==> config.mk <==
export PLATFORM = sky130hd
export DESIGN_NAME = mult_ctrl_flat
export DESIGN_NICKNAME = d
export VERILOG_FILES = /design/src/rtl/mult_ctrl_pkg.sv /design/src/rtl/mult_ctrl_if.sv /design/src/rtl/mult_ctrl_multiplier.sv /design/src/rtl/mult_ctrl.sv /design/src/flat_wrapper.sv
export SDC_FILE = /design/constraint.sdc
export NUM_CORES = 2
export LEC_CHECK = 0
export BUFFER_PORTS_ARGS = -buffer_cell sky130_fd_sc_hd__buf_2
export CORE_UTILIZATION = 35
export DETAILED_ROUTE_END_ITERATION = 7
export PLACE_DENSITY = 0.46
export SLEW_MARGIN = 15
export SYNTH_ARGS = -nofsm -noshare
export SYNTH_HDL_FRONTEND = slang
export SYNTH_SLANG_ARGS = --single-unit
==> constraint.sdc <==
create_clock -name clk -period 11.2 [get_ports clk]
set_clock_uncertainty 0.1 [all_clocks]
set_input_delay 2.24 -clock clk [delete_from_list [all_inputs] [get_ports clk]]
set_output_delay 2.24 -clock clk [all_outputs]
set_load 0.02 [all_outputs]
==> src/rtl/mult_ctrl_pkg.sv <==
// Shared types and constants for the multi-cycle 32x32 multiplier controller.
package mult_ctrl_pkg;

    typedef enum logic [2:0] {
        IDLE = 3'd0,
        MUL0 = 3'd1,
        MUL1 = 3'd2,
        MUL2 = 3'd3,
        MUL3 = 3'd4,
        SIGN = 3'd5,
        DONE = 3'd6
    } state_t;

    localparam logic SGN_MULT  = 1'b1;
    localparam logic SGN_MULTU = 1'b0;

    localparam int unsigned PP_SH0 = 0;
    localparam int unsigned PP_SH1 = 16;
    localparam int unsigned PP_SH2 = 32;

    // Two's-complement magnitude; 0x80000000 maps onto itself, read as unsigned.
    function automatic logic [31:0] mag32(input logic [31:0] v, input logic is_signed);
        return (is_signed && v[31]) ? (~v + 32'd1) : v;
    endfunction

endpackage

==> src/rtl/mult_ctrl_if.sv <==
// Request/response bundle between a requester and mult_ctrl.
interface mult_ctrl_if;
    logic        start;
    logic        sgn;
    logic [31:0] a;
    logic [31:0] b;
    logic        busy;
    logic        done;
    logic [31:0] hi;
    logic [31:0] lo;

    modport master (output start, sgn, a, b, input busy, done, hi, lo);
    modport slave  (input start, sgn, a, b, output busy, done, hi, lo);
endinterface

==> src/rtl/mult_ctrl_multiplier.sv <==
// Combinational 16x16 signed multiplier, 32-bit product.
module mult_ctrl_multiplier (
    input  logic [15:0] x,
    input  logic [15:0] y,
    output logic [31:0] p
);
    assign p = 32'($signed(x)) * 32'($signed(y));
endmodule

==> src/rtl/mult_ctrl.sv <==
// Sequential 32x32 MULT/MULTU built from four 16x16 partial products on one shared multiplier.
module mult_ctrl
    import mult_ctrl_pkg::*;
#(
    parameter bit LAT_CHECK = 1'b0
) (
    input  logic        clk,
    input  logic        rst_n,
    mult_ctrl_if.slave  bus
);

    state_t      state, nxt;
    logic        accept;
    logic [31:0] mag_a, mag_b, in_mag_a, in_mag_b;
    logic [15:0] opx, opy;
    logic        neg;
    logic [63:0] acc, pp, res;
    logic [31:0] prod, corr, uprod;
    logic [31:0] hi_q, lo_q;

    assign accept   = bus.start && (state == IDLE || state == DONE);
    assign in_mag_a = mag32(bus.a, bus.sgn == SGN_MULT);
    assign in_mag_b = mag32(bus.b, bus.sgn == SGN_MULT);

    mult_ctrl_multiplier u_mul (.x(opx), .y(opy), .p(prod));

    // Signed product -> unsigned: add back y*2^16 / x*2^16 for each negative-read half.
    assign corr  = ({16'b0, opy} & {32{opx[15]}}) + ({16'b0, opx} & {32{opy[15]}});
    assign uprod = prod + (corr << 16);
    assign res   = neg ? (~acc + 64'd1) : acc;

    always_comb begin
        pp = 64'd0;
        case (state)
            MUL0:       pp = {32'b0, uprod} << PP_SH0;
            MUL1, MUL2: pp = {32'b0, uprod} << PP_SH1;
            MUL3:       pp = {32'b0, uprod} << PP_SH2;
            default:    pp = 64'd0;
        endcase
    end

    always_ff @(posedge clk or negedge rst_n) begin
        if (!rst_n) state <= IDLE;
        else        state <= nxt;
    end

    always_comb begin
        nxt = state;
        case (state)
            IDLE:    if (accept) nxt = MUL0;
            MUL0:    nxt = MUL1;
            MUL1:    nxt = MUL2;
            MUL2:    nxt = MUL3;
            MUL3:    nxt = SIGN;
            SIGN:    nxt = DONE;
            DONE:    nxt = accept ? MUL0 : IDLE;
            default: nxt = IDLE;
        endcase
    end

    // Operand halves are pre-loaded one state ahead so the multiplier sees only flops.
    always_ff @(posedge clk or negedge rst_n) begin
        if (!rst_n) begin
            mag_a <= '0;
            mag_b <= '0;
            opx   <= '0;
            opy   <= '0;
            neg   <= 1'b0;
            acc   <= '0;
            hi_q  <= '0;
            lo_q  <= '0;
        end else if (accept) begin
            mag_a <= in_mag_a;
            mag_b <= in_mag_b;
            opx   <= in_mag_a[15:0];
            opy   <= in_mag_b[15:0];
            neg   <= (bus.sgn == SGN_MULT) & (bus.a[31] ^ bus.b[31]);
            acc   <= '0;
        end else begin
            case (state)
                MUL0: begin
                    acc <= acc + pp;
                    opx <= mag_a[31:16];
                    opy <= mag_b[15:0];
                end
                MUL1: begin
                    acc <= acc + pp;
                    opx <= mag_a[15:0];
                    opy <= mag_b[31:16];
                end
                MUL2: begin
                    acc <= acc + pp;
                    opx <= mag_a[31:16];
                    opy <= mag_b[31:16];
                end
                MUL3: acc <= acc + pp;
                SIGN: begin
                    acc  <= res;
                    hi_q <= res[63:32];
                    lo_q <= res[31:0];
                end
                default: ;
            endcase
        end
    end

    assign bus.busy = (state == MUL0) || (state == MUL1) || (state == MUL2) ||
                      (state == MUL3) || (state == SIGN);
    assign bus.done = (state == DONE);
    assign bus.hi   = hi_q;
    assign bus.lo   = lo_q;

    if (LAT_CHECK) begin : g_chk
        a_sign_done: assert property (@(posedge clk) disable iff (!rst_n)
                                      (state == SIGN) |=> bus.done);
        a_busy_done: assert property (@(posedge clk) disable iff (!rst_n)
                                      !(bus.busy && bus.done));
        a_done_once: assert property (@(posedge clk) disable iff (!rst_n)
                                      bus.done |=> !bus.done);
    end

endmodule

==> src/flat_wrapper.sv <==
// flat-port wrapper written by rule: the top's interface ports become plain ports
module mult_ctrl_flat import mult_ctrl_pkg::*;
#(
    parameter bit LAT_CHECK = 1'b0
)
  (clk, rst_n, bus_start, bus_sgn, bus_a, bus_b, bus_busy, bus_done, bus_hi, bus_lo);
  mult_ctrl_if bus_i ();
  input  logic clk;
  input  logic rst_n;
  input wire logic [$bits(bus_i.start)-1:0] bus_start;
  input wire logic [$bits(bus_i.sgn)-1:0] bus_sgn;
  input wire logic [$bits(bus_i.a)-1:0] bus_a;
  input wire logic [$bits(bus_i.b)-1:0] bus_b;
  output wire logic [$bits(bus_i.busy)-1:0] bus_busy;
  output wire logic [$bits(bus_i.done)-1:0] bus_done;
  output wire logic [$bits(bus_i.hi)-1:0] bus_hi;
  output wire logic [$bits(bus_i.lo)-1:0] bus_lo;
  assign bus_i.start = bus_start;
  assign bus_i.sgn = bus_sgn;
  assign bus_i.a = bus_a;
  assign bus_i.b = bus_b;
  assign bus_busy = bus_i.busy;
  assign bus_done = bus_i.done;
  assign bus_hi = bus_i.hi;
  assign bus_lo = bus_i.lo;
  mult_ctrl #(.LAT_CHECK(LAT_CHECK)) u_core (.clk(clk), .rst_n(rst_n), .bus(bus_i));
endmodule
==> qor_table.md <==
| Quantity | Value |
|---|---|
| Max Fanout on Critical Path | 17 |
| Critical path's top delay family | adder cells |
| Vias per inst | 5.308 |
| Synth Instances | 3346 |
| Initial drt markers | 1653 |
| Number of instances on the worst hold path | 1 |
| Placeable core region | 77850 µm² |
| Proportion of synthesized chip area in sequential cells | 20.65% |
| Total count of max-transition violations in the final report | 0 |
| Post-synth top area cell | sky130_fd_sc_hd__dfrtp_1 |
| Number of global-route vias before repair | 23770 |
| Final wirelength | 89710 µm |
| Chip Height | 283.0 µm |
| Classification of the worst-slack hold path | flop to flop |
| Antenna diode count | 0 |
| Data arrival, critical path | 10780 ps |
| Clock Sink Count | 228 |
| Final count of hold timing violations | 0 |
| Overall global routing resource usage | 22.33% |
| Post-layout utilization of the core | 39.16% |
| Transition time at the pin with the least slew margin | 984.9 ps |
| Launch point of the critical path | u_core.opy[0] |
| Relative slew margins | 33.73% |
| Crit path launch type | flop |
| CTS buffer count | 34 |
| Layout cell share with drive strength beyond 1 | 8.297% |
| Share of synthesized registers carrying an async set or reset | 100.0% |
| Drt pass-1 iters | 5 |
| Maximum cell stage delay along the critical path | 550 ps |
| Mapped Nets | 3852 |
| Critical path depth in cells | 42 |
| Endpoint with the worst hold slack | u_core.bus.hi[4] |
| Weighted congestion reported at the end of routability-driven placement | 0.8945 |
| NumNets Final | 3892 |
| Count of input and output buffers | 133 |
| Primary FF master, synth | sky130_fd_sc_hd__dfrtp_1 |
| Number of buffers inserted to repair setup after CTS | 0 |
| TritonCTS clock tree | yes |
| Area of the mapped netlist | 27630 µm² |
| Crit path buffers/inverters | 5 |
| First-pass GRT wire length | 139700 µm |
| Time the final worst path needs with I/O delays and setup | 10500 ps |
| Number of flip-flops and latches in the synthesized netlist | 228 |
| Post-synth top area share | 20.65% |
| Count of distinct cell types in the synthesized netlist | 73 |
| Clock-pin slew on the worst setup and hold paths | 60 ps |
| Overall overflow remaining after global route | 0 |
| Most common cell on crit path | sky130_fd_sc_hd__a21oi_1 |
| Endpoints failing setup | 0 |
| Clock tree buffer depth | 3 |
| Dpl ws | 662.6 ps |
| P&R area growth vs syn | 10.31% |
| Kind of end point of the critical path | flop |
| Final routed DRC violation total | 0 |
| Worst reg2reg path depth | 42 |
| Antenna violations before repair | 8 |
| Number of maximum-capacitance constraint violations | 0 |
| Tcrit/Tclk final | 93.71% |
| Source of the worst hold timing path | u_core.bus.hi[4] |
| Mean instance size in the synthesized netlist | 8.258 µm² |
| Routed WL per cell | 20.16 µm |
| DP HPWL | 71080 µm |
| Crit Path Category | flop to flop |
| Max stage delay cell, worst path | sky130_fd_sc_hd__dfrtp_1 |
| Ports placed on the boundary | 134 |
| Die width | 283.0 µm |
| Clock root cell | sky130_fd_sc_hd__clkbuf_16 |
| Overall via count from detail_route | 23628 |
| List of most frequent post-synthesis cells | sky130_fd_sc_hd__nand2_1 (461), sky130_fd_sc_hd__inv_1 (408), sky130_fd_sc_hd__fa_1 (278) |
| Skew-Pair Late Insertion Delay | 550 ps |
| Worst setup margin | 704.2 ps |
| Reg2Reg Capture Point | u_core.acc[51] |
| Hold-fix buffers, CTS | 0 |
| Most numerous cell in the Yosys netlist | sky130_fd_sc_hd__nand2_1 |
| H-Tree Depth | 2 |
| Maximum number of pins on one net before global-route repair | 125 |
| Achievable frequency | 0.09528 GHz |
| Run status | finished, final reports clean |
| Area enclosed by the die boundary | 80080 µm² |
| Data required time of the critical path | 11490 ps |
| Rows | 102 |
| Worst r2r src | u_core.opy[0] |
| Count of flip-flops with a built-in enable after synthesis | 0 |
| Starting density of the core | 35.50% |
| Biggest area contributors in the synthesized netlist | sky130_fd_sc_hd__dfrtp_1 (21%), sky130_fd_sc_hd__fa_1 (20%), sky130_fd_sc_hd__ha_1 (7.2%) |
| Cells resized by post-CTS repair | 0 |
| Synthesis warning total | 0 |
| Slack of the worst reg-to-reg path | 700 ps |
| Count of antenna-violating nets left after detailed routing | 0 |
-- layer usage --
layer / share of wire [%] / global-route usage (%) / vias to the layer above
li1: - / - / 11207
met1: 46 / 31.03 / 11734
met2: 47 / 36.24 / 564
met3: 4.6 / 2.947 / 119
met4: 2.6 / 6.277 / 4
met5: 0.033 / 0 / -
-- final cells by class --
cell class	count	area, µm²
clock buffers	44	959.7
clock inverters	17	210.2
fillers	8088	47370
inverters	408	1531
multi-input cells	2548	19840
flip-flops and latches	228	5707
well taps	1040	1301
repair buffers	166	935.9
-- sequential cells by signal, indices dropped and copies added (netlist names) --
signal,count
u_core.mag_b,32
u_core.opx,16
u_core.bus.hi,32
u_core.state,3
u_core.bus.lo,32
u_core.neg,1
u_core.opy,16
u_core.acc,64
u_core.mag_a,32
-- worst max-delay path by stage --
stage | endpoint | slack [ps]
finish | u_core.acc[51] | 700
global route | u_core.acc[51] | -2
CTS | u_core.acc[57] | 600
detailed placement | u_core.acc[57] | 660
global placement | u_core.acc[57] | 700
floorplan | u_core.acc[58] | 980
-- layout by cell type, fill, tap and decap left out, types with 12 or more instances in the layout --
master and count:
sky130_fd_sc_hd__a22o_1 15, sky130_fd_sc_hd__xor2_1 99, sky130_fd_sc_hd__o211ai_1 14, sky130_fd_sc_hd__nand3_1 67
sky130_fd_sc_hd__nor2b_1 25, sky130_fd_sc_hd__o21ai_0 258, sky130_fd_sc_hd__buf_2 132, sky130_fd_sc_hd__or3_1 15
sky130_fd_sc_hd__nand2_1 460, sky130_fd_sc_hd__and2_1 168, sky130_fd_sc_hd__or4_1 14, sky130_fd_sc_hd__a31oi_1 12
sky130_fd_sc_hd__fa_1 278, sky130_fd_sc_hd__nor2_1 147, sky130_fd_sc_hd__inv_1 408, sky130_fd_sc_hd__o21a_1 43
sky130_fd_sc_hd__nor4_1 19, sky130_fd_sc_hd__a211oi_1 16, sky130_fd_sc_hd__nand2b_1 21, sky130_fd_sc_hd__o31ai_1 35
sky130_fd_sc_hd__a22oi_1 12, sky130_fd_sc_hd__xnor2_1 112, sky130_fd_sc_hd__o21bai_1 29, sky130_fd_sc_hd__nor3_1 64
sky130_fd_sc_hd__and3_1 16, sky130_fd_sc_hd__o41ai_1 14, sky130_fd_sc_hd__dfrtp_1 227, sky130_fd_sc_hd__ha_1 160
sky130_fd_sc_hd__buf_4 32, sky130_fd_sc_hd__a21oi_1 190, sky130_fd_sc_hd__a21o_1 69, sky130_fd_sc_hd__nand4_1 21
sky130_fd_sc_hd__clkbuf_16 35, sky130_fd_sc_hd__o22ai_1 24, sky130_fd_sc_hd__mux2_2 19
-- logic make-up (layout without fill, tap and decap cells) --
group / Yosys count / after routing / synth area share, %
AO/OA/AOI/OAI: 793 / 793 / 17.76
XOR/XNOR: 212 / 212 / 6.719
adder cells (fa/ha/maj): 438 / 438 / 27.39
buffers and inverters: 570 / 635 / 7.756
flip-flops: 228 / 228 / 20.65
multiplexers: 28 / 28 / 1.100
AND/OR/NAND/NOR: 1077 / 1077 / 18.63
-- stage by stage --
stage          area, µm²  TNS, ps  cells  hold slack [ps]
2_1_floorplan      27630        0   3346            342.0
3_3_place_gp       29300        0   4390            355.8
3_5_place_dp       29300        0   4390            360.3
4_1_cts            30470        0   4451            372.6
5_1_grt            30480   -2.480   4451            388.4
6_report           30480        0   4451            367.9
Power is left out: the tool's default activity adds up to more than one toggle a clock period on the data nets, which glitch-free logic cannot reach.
